==> src/rtl/oddr_tx_ctrl.sv <==
// oddr_tx_ctrl: sequences a single ODDR output. Owns the ODDR reset
// (hold, then settle), accepts words over valid/ready into a one-entry
// buffer and shifts them out two bits per clock, LSB first, on D1/D2.
module oddr_tx_ctrl #(
   parameter int unsigned DATA_W        = 8,
   parameter int unsigned RST_CYCLES    = 4,
   parameter int unsigned SETTLE_CYCLES = 3,
   parameter logic        IDLE_D1       = 1'b0,
   parameter logic        IDLE_D2       = 1'b0
) (
   input  logic              C,
   input  logic              R,
   input  logic              i_restart,
   input  logic [DATA_W-1:0] s_data,
   input  logic              s_last,
   input  logic              s_valid,
   output logic              s_ready,
   output logic              o_d1,
   output logic              o_d2,
   output logic              o_oddr_rst,
   output logic              o_busy,
   output logic              o_frame_done,
   output logic              o_underrun
);

   localparam int unsigned BEATS   = DATA_W / 2;
   localparam int unsigned BEAT_W  = (BEATS > 1) ? $clog2(BEATS) : 1;
   localparam int unsigned CNT_MAX = (RST_CYCLES > SETTLE_CYCLES) ? RST_CYCLES : SETTLE_CYCLES;
   localparam int unsigned CNT_W   = $clog2(CNT_MAX + 1);

   localparam logic [1:0] ST_HOLD   = 2'd0;
   localparam logic [1:0] ST_SETTLE = 2'd1;
   localparam logic [1:0] ST_IDLE   = 2'd2;
   localparam logic [1:0] ST_SHIFT  = 2'd3;

   localparam logic [BEAT_W-1:0] LAST_BEAT   = BEAT_W'(BEATS - 1);
   localparam logic [CNT_W-1:0]  RST_INIT    = CNT_W'(RST_CYCLES - 1);
   localparam logic [CNT_W-1:0]  SETTLE_INIT = CNT_W'(SETTLE_CYCLES - 1);

   logic [1:0]        state;
   logic [CNT_W-1:0]  cnt;
   logic [DATA_W-1:0] buf_data;
   logic              buf_last;
   logic              buf_v;
   logic [DATA_W-1:0] sh;
   logic              cur_last;
   logic [BEAT_W-1:0] beat;

   // Buffer is open only once the ODDR is out of reset and the slot is empty.
   always_comb begin
      s_ready = ((state == ST_IDLE) || (state == ST_SHIFT)) && !buf_v;
   end

   // Reset sequencing, input buffering and bit-pair serialization.
   always_ff @(posedge C or posedge R) begin
      if (R) begin
         state        <= ST_HOLD;
         cnt          <= RST_INIT;
         o_oddr_rst   <= 1'b1;
         o_d1         <= IDLE_D1;
         o_d2         <= IDLE_D2;
         o_busy       <= 1'b0;
         o_frame_done <= 1'b0;
         o_underrun   <= 1'b0;
         buf_v        <= 1'b0;
         buf_data     <= '0;
         buf_last     <= 1'b0;
         sh           <= '0;
         cur_last     <= 1'b0;
         beat         <= '0;
      end else if (i_restart) begin
         // Restart drops any word in flight; the underrun flag survives.
         state        <= ST_HOLD;
         cnt          <= RST_INIT;
         o_oddr_rst   <= 1'b1;
         o_d1         <= IDLE_D1;
         o_d2         <= IDLE_D2;
         o_busy       <= 1'b0;
         o_frame_done <= 1'b0;
         buf_v        <= 1'b0;
         sh           <= '0;
      end else begin
         o_frame_done <= 1'b0;

         // Acceptance needs an empty buffer and draining needs a full one,
         // so these never collide on buf_v within one edge.
         if (s_valid && s_ready) begin
            buf_data <= s_data;
            buf_last <= s_last;
            buf_v    <= 1'b1;
         end

         case (state)
            ST_HOLD: begin
               if (cnt == '0) begin
                  state      <= ST_SETTLE;
                  cnt        <= SETTLE_INIT;
                  o_oddr_rst <= 1'b0;
               end else begin
                  cnt <= cnt - CNT_W'(1);
               end
            end

            ST_SETTLE: begin
               if (cnt == '0) begin
                  state <= ST_IDLE;
               end else begin
                  cnt <= cnt - CNT_W'(1);
               end
            end

            ST_IDLE: begin
               if (buf_v) begin
                  o_d1     <= buf_data[0];
                  o_d2     <= buf_data[1];
                  sh       <= buf_data >> 2;
                  cur_last <= buf_last;
                  buf_v    <= 1'b0;
                  beat     <= '0;
                  state    <= ST_SHIFT;
                  o_busy   <= 1'b1;
               end
            end

            ST_SHIFT: begin
               if (beat != LAST_BEAT) begin
                  o_d1 <= sh[0];
                  o_d2 <= sh[1];
                  sh   <= sh >> 2;
                  beat <= beat + BEAT_W'(1);
               end else begin
                  o_frame_done <= cur_last;
                  if (buf_v) begin
                     o_d1     <= buf_data[0];
                     o_d2     <= buf_data[1];
                     sh       <= buf_data >> 2;
                     cur_last <= buf_last;
                     buf_v    <= 1'b0;
                     beat     <= '0;
                     o_busy   <= 1'b1;
                  end else begin
                     o_d1   <= IDLE_D1;
                     o_d2   <= IDLE_D2;
                     state  <= ST_IDLE;
                     o_busy <= 1'b0;
                     if (!cur_last) begin
                        o_underrun <= 1'b1;
                     end
                  end
               end
            end
         endcase
      end
   end

endmodule

==> config.mk <==
export PLATFORM = sky130hd
export DESIGN_NAME = oddr_tx_ctrl
export DESIGN_NICKNAME = d
export VERILOG_FILES = /design/src/rtl/oddr_tx_ctrl.sv
export SDC_FILE = /design/constraint.sdc
export NUM_CORES = 1
export LEC_CHECK = 0
export CAP_MARGIN = 0
export CORE_MARGIN = 2
export CORE_UTILIZATION = 24
export DETAILED_ROUTE_END_ITERATION = 10
export HOLD_SLACK_MARGIN = 0.12
export MAX_ROUTING_LAYER = met4
export PLACE_DENSITY = 0.46
export SLEW_MARGIN = 10
export SYNTH_ARGS = -nofsm -noshare
export SYNTH_HDL_FRONTEND = slang
export SYNTH_SLANG_ARGS = --single-unit
==> constraint.sdc <==
create_clock -name C -period 1.84 [get_ports C]
set_clock_uncertainty 0.15 [all_clocks]
set_input_delay 0.184 -clock C [delete_from_list [all_inputs] [get_ports C]]
set_output_delay 0.184 -clock C [all_outputs]
set_load 0.01 [all_outputs]
==> out/metrics.cfg <==
[status]
status = complete, no violations

[setup_path]
crit_chain = inv_1 > ha_1 > nor2b_1 > a21o_1 > a211o_1
start_kind = register
cpMaxStageDelayCell = dfstp_2
critPathKind = reg2reg
crit_required_ns = 1.89
cp_max_fo = 5
endpoint_kind = register
crit_path_max_incr_delay_ns = 0.54
worstPathArrival_ns = 1.82

[cts]
ctsResizeCount = 2
cts_setup_buffers = 0
cts_tree = done
clock-root-buffer = clkbuf_8
cts.path.max_buffers = 2
cts.hold.buffers_added = 0
cts.sinks = 32
path_clk_slew_ns = 0.07
htree_levels = 2
numCtsBuffers = 5
insertion_delay_ns = 0.28

[placement]
place.port_buffers = 19
place_hpwl_um = 2480
gp_congestion = 0.804
dpl.cell_count = 238
place_area_sq_um = 1910

[floorplanning]
dieHeight_um = 84.9
start_util_pct = 24.7
ioPinCount = 20
core_sq_um = 6350
die_area_sq_um = 7200
die_w_um = 84.9
placementRows = 29

[timing]
max_freq_mhz = 566
rsz0062_at_grt = no
worst_pin_slew_ns = 0.422
drv_slew = 0
hold_viol_final = 0
finalCriticalPeriod_ns = 1.77
hold_slack_ns = 0.140
fin_setup_tns_ns = 0
post-route-period-util_pct = 96.0
max_slew_margin_pct = 71.9
setup_viol_count_final = 0

[finish]
fin_nets = 184
area_delta_synth_final_pct = 28.7
layout.cells.non_filler = 246
fill_cells = 660
drive_above_1_share_pct = 24.9
utilization_pct = 31.8
antenna_cells = 0
final_area_sq_um = 2020

[drt]
antenna_left = 0
dr.first_iter.drc_count = 43
vias = 1177
drc_errors = 0
viasPerCell = 4.78
drtPass1Iterations = 4
post_drt_wl_per_cell_um = 14.2
wl_um = 3480

[synth]
synth-seq-cells = 32
synth_cell_type_count = 40
syn_nets = 155
ys.warnings.count = 0
synthesis.instances = 139
synth.top_cell.area_share_pct = 46.3
synth_area_leaders = dfrtp_1 (46%), mux2_4 (8.6%), dfstp_2 (5.0%)
netlist_area_sq_um = 1570
synth_top_area_cell = dfrtp_1
seq_area_frac_synth_pct = 51.3
synth.avg_cell_area_sq_um = 11.3

[power]
p_leak_nw = 0.893
p_sw_uw = 345
seq_power_share_pct = 48.5
intPower_mw = 1.21
peakVddDrop_mv = 0.297
powerDensity_nw_per_um2 = 772
switching_share_pct = 22.1
pwr-share-clk_pct = 42.2
combPwrFrac_pct = 9.3

[grt]
grt_start_max_net_pins = 33
grt_first_pass_wirelength_um = 5980
grt_pass1_vias = 1269
grt-ovfl-total = 0
grt_use_total_pct = 10.8
antenna_found_initial = 0

[hold_path]
min_path_type = in2async

[job]
maxCapViolCount = 0

area by class of cell:
class | instances | area (sq um) | share of cell area, %
Timing Repair Buffer | 30 | 285 | 14.1
Clock inverter | 2 | 35.0 | 1.73
Inverter | 6 | 22.5 | 1.12
Clock buffer | 6 | 72.6 | 3.59
Tap cell | 77 | 96.3 | 4.77
Multi-Input combinational cell | 93 | 701 | 34.7
Sequential cell | 32 | 807 | 40.0
critical path, delay by kind of cell (launching register included):
family	cells	cell delay [ns]
flops	1	0.54
compound gates	2	0.52
fa+ha+maj	1	0.21
simple gates	1	0.19
buf+inv	1	0.07
layout by cell type, fill, tap and decap left out, types with 2 or more instances in the layout:
master | netlist | layout
dfrtp_2 | 0 | 2
nand2_1 | 6 | 6
dfstp_2 | 3 | 3
nor3_1 | 4 | 4
a21oi_1 | 10 | 10
nor2b_1 | 5 | 4
o2111ai_1 | 5 | 5
clkdlybuf4s50_1 | 0 | 19
ha_1 | 3 | 3
nand3_1 | 2 | 2
a211oi_1 | 2 | 2
dfrtp_1 | 29 | 27
o21ai_0 | 6 | 6
nor3b_1 | 3 | 3
mux2_4 | 9 | 9
a2bb2oi_1 | 5 | 5
inv_1 | 4 | 4
a221oi_1 | 2 | 2
or2_2 | 5 | 5
clkbuf_8 | 0 | 5
a21o_1 | 4 | 4
nor2_1 | 6 | 6
buf_4 | 0 | 10
power groups by stage:
stage | combinational, mW | clock (mW) | sequential [mW]
floorplan | 0.0921 | 0 | 0.758
global placement | 0.140 | 0 | 0.768
detailed placement | 0.148 | 0 | 0.768
CTS | 0.149 | 0.682 | 0.755
global route | 0.162 | 0.716 | 0.758
finish | 0.146 | 0.658 | 0.755
metrics by stage:
stage | setup slack [ns] | power (mW)
CTS | 0.0299 | 1.59
floorplan | 0.218 | 0.850
global placement | 0.0526 | 0.908
detailed placement | 0.0377 | 0.916
finish | 0.0742 | 1.56
global route | 0.00207 | 1.64
sequential cells by signal, summed over array words and instances (netlist names):
name          cells
beat              2
buf_data          8
buf_last          1
buf_v             1
cnt               3
cur_last          1
o_busy            1
o_d1              1
o_d2              1
o_frame_done      1
o_oddr_rst        1
o_underrun        1
sh                8
state             2
routing by layer:
layer | share of wire [%] | up-vias | wire (um) | track usage (%)
met5 | 0 | - | 0 | -
met4 | 1.1 | 0 | 38 | 3.03
met3 | 4.0 | 4 | 140 | 2.82
met2 | 50 | 19 | 1750 | 18.0
met1 | 45 | 590 | 1560 | 12.8
li1 | - | 564 | - | -
cell families after synthesis:
group	Yosys count	synth area share, %
buf+inv	14	4.23
compound gates	40	18.2
mux	10	9.33
flops	32	51.3
xor+xnor	1	0.558
simple gates	39	14.0
fa+ha+maj	3	2.39
path summary, 6_finish.rpt:
check,slack [ns],to,depth (start not counted),startpoint
hold / removal,0.14,buf_data[0]$_DFFE_PP0P_,3,R
max in group asynchronous,1.06,cnt[0]$_DFFE_PP1P_,3,R
setup / recovery,0.07,cnt[0]$_DFFE_PP1P_,5,cnt[0]$_DFFE_PP1P_
min in group C,0.33,o_underrun$_DFFE_PP0P_,1,o_underrun$_DFFE_PP0P_
hold reg to reg,0.33,o_underrun$_DFFE_PP0P_,1,o_underrun$_DFFE_PP0P_
setup reg to reg,0.07,cnt[0]$_DFFE_PP1P_,5,cnt[0]$_DFFE_PP1P_
synthesized netlist by cell type:
| cell type | n |
|---|---|
| o21a_1 | 1 |
| nor2_1 | 6 |
| nand2b_1 | 1 |
| nand2_1 | 6 |
| nor4_1 | 1 |
| clkbuf_1 | 2 |
| a21o_1 | 4 |
| nor3_1 | 4 |
| a211o_1 | 1 |
| a41o_1 | 1 |
| buf_6 | 1 |
| and2b_4 | 1 |
| inv_1 | 4 |
| mux2_4 | 9 |
| o2111ai_1 | 5 |
| o21ai_0 | 6 |
| a221oi_1 | 2 |
| clkinv_1 | 1 |
| dfstp_2 | 3 |
| dfrtp_1 | 29 |
| and3_1 | 1 |
| or2_2 | 5 |
| a21bo_2 | 1 |
| and2_1 | 1 |
| a21oi_1 | 10 |
| xnor2_1 | 1 |
| or4_1 | 1 |
| a211oi_1 | 2 |
| nor4b_1 | 1 |
| inv_2 | 1 |
| a32o_1 | 1 |
| o2bb2ai_1 | 1 |
| and4_1 | 1 |
| ha_1 | 3 |
| nand3_1 | 2 |
| nor3b_1 | 3 |
| nor2b_1 | 5 |
| buf_2 | 5 |
| a2bb2oi_1 | 5 |
| mux2_2 | 1 |
Note: power is estimated with default switching activity, not from simulation.
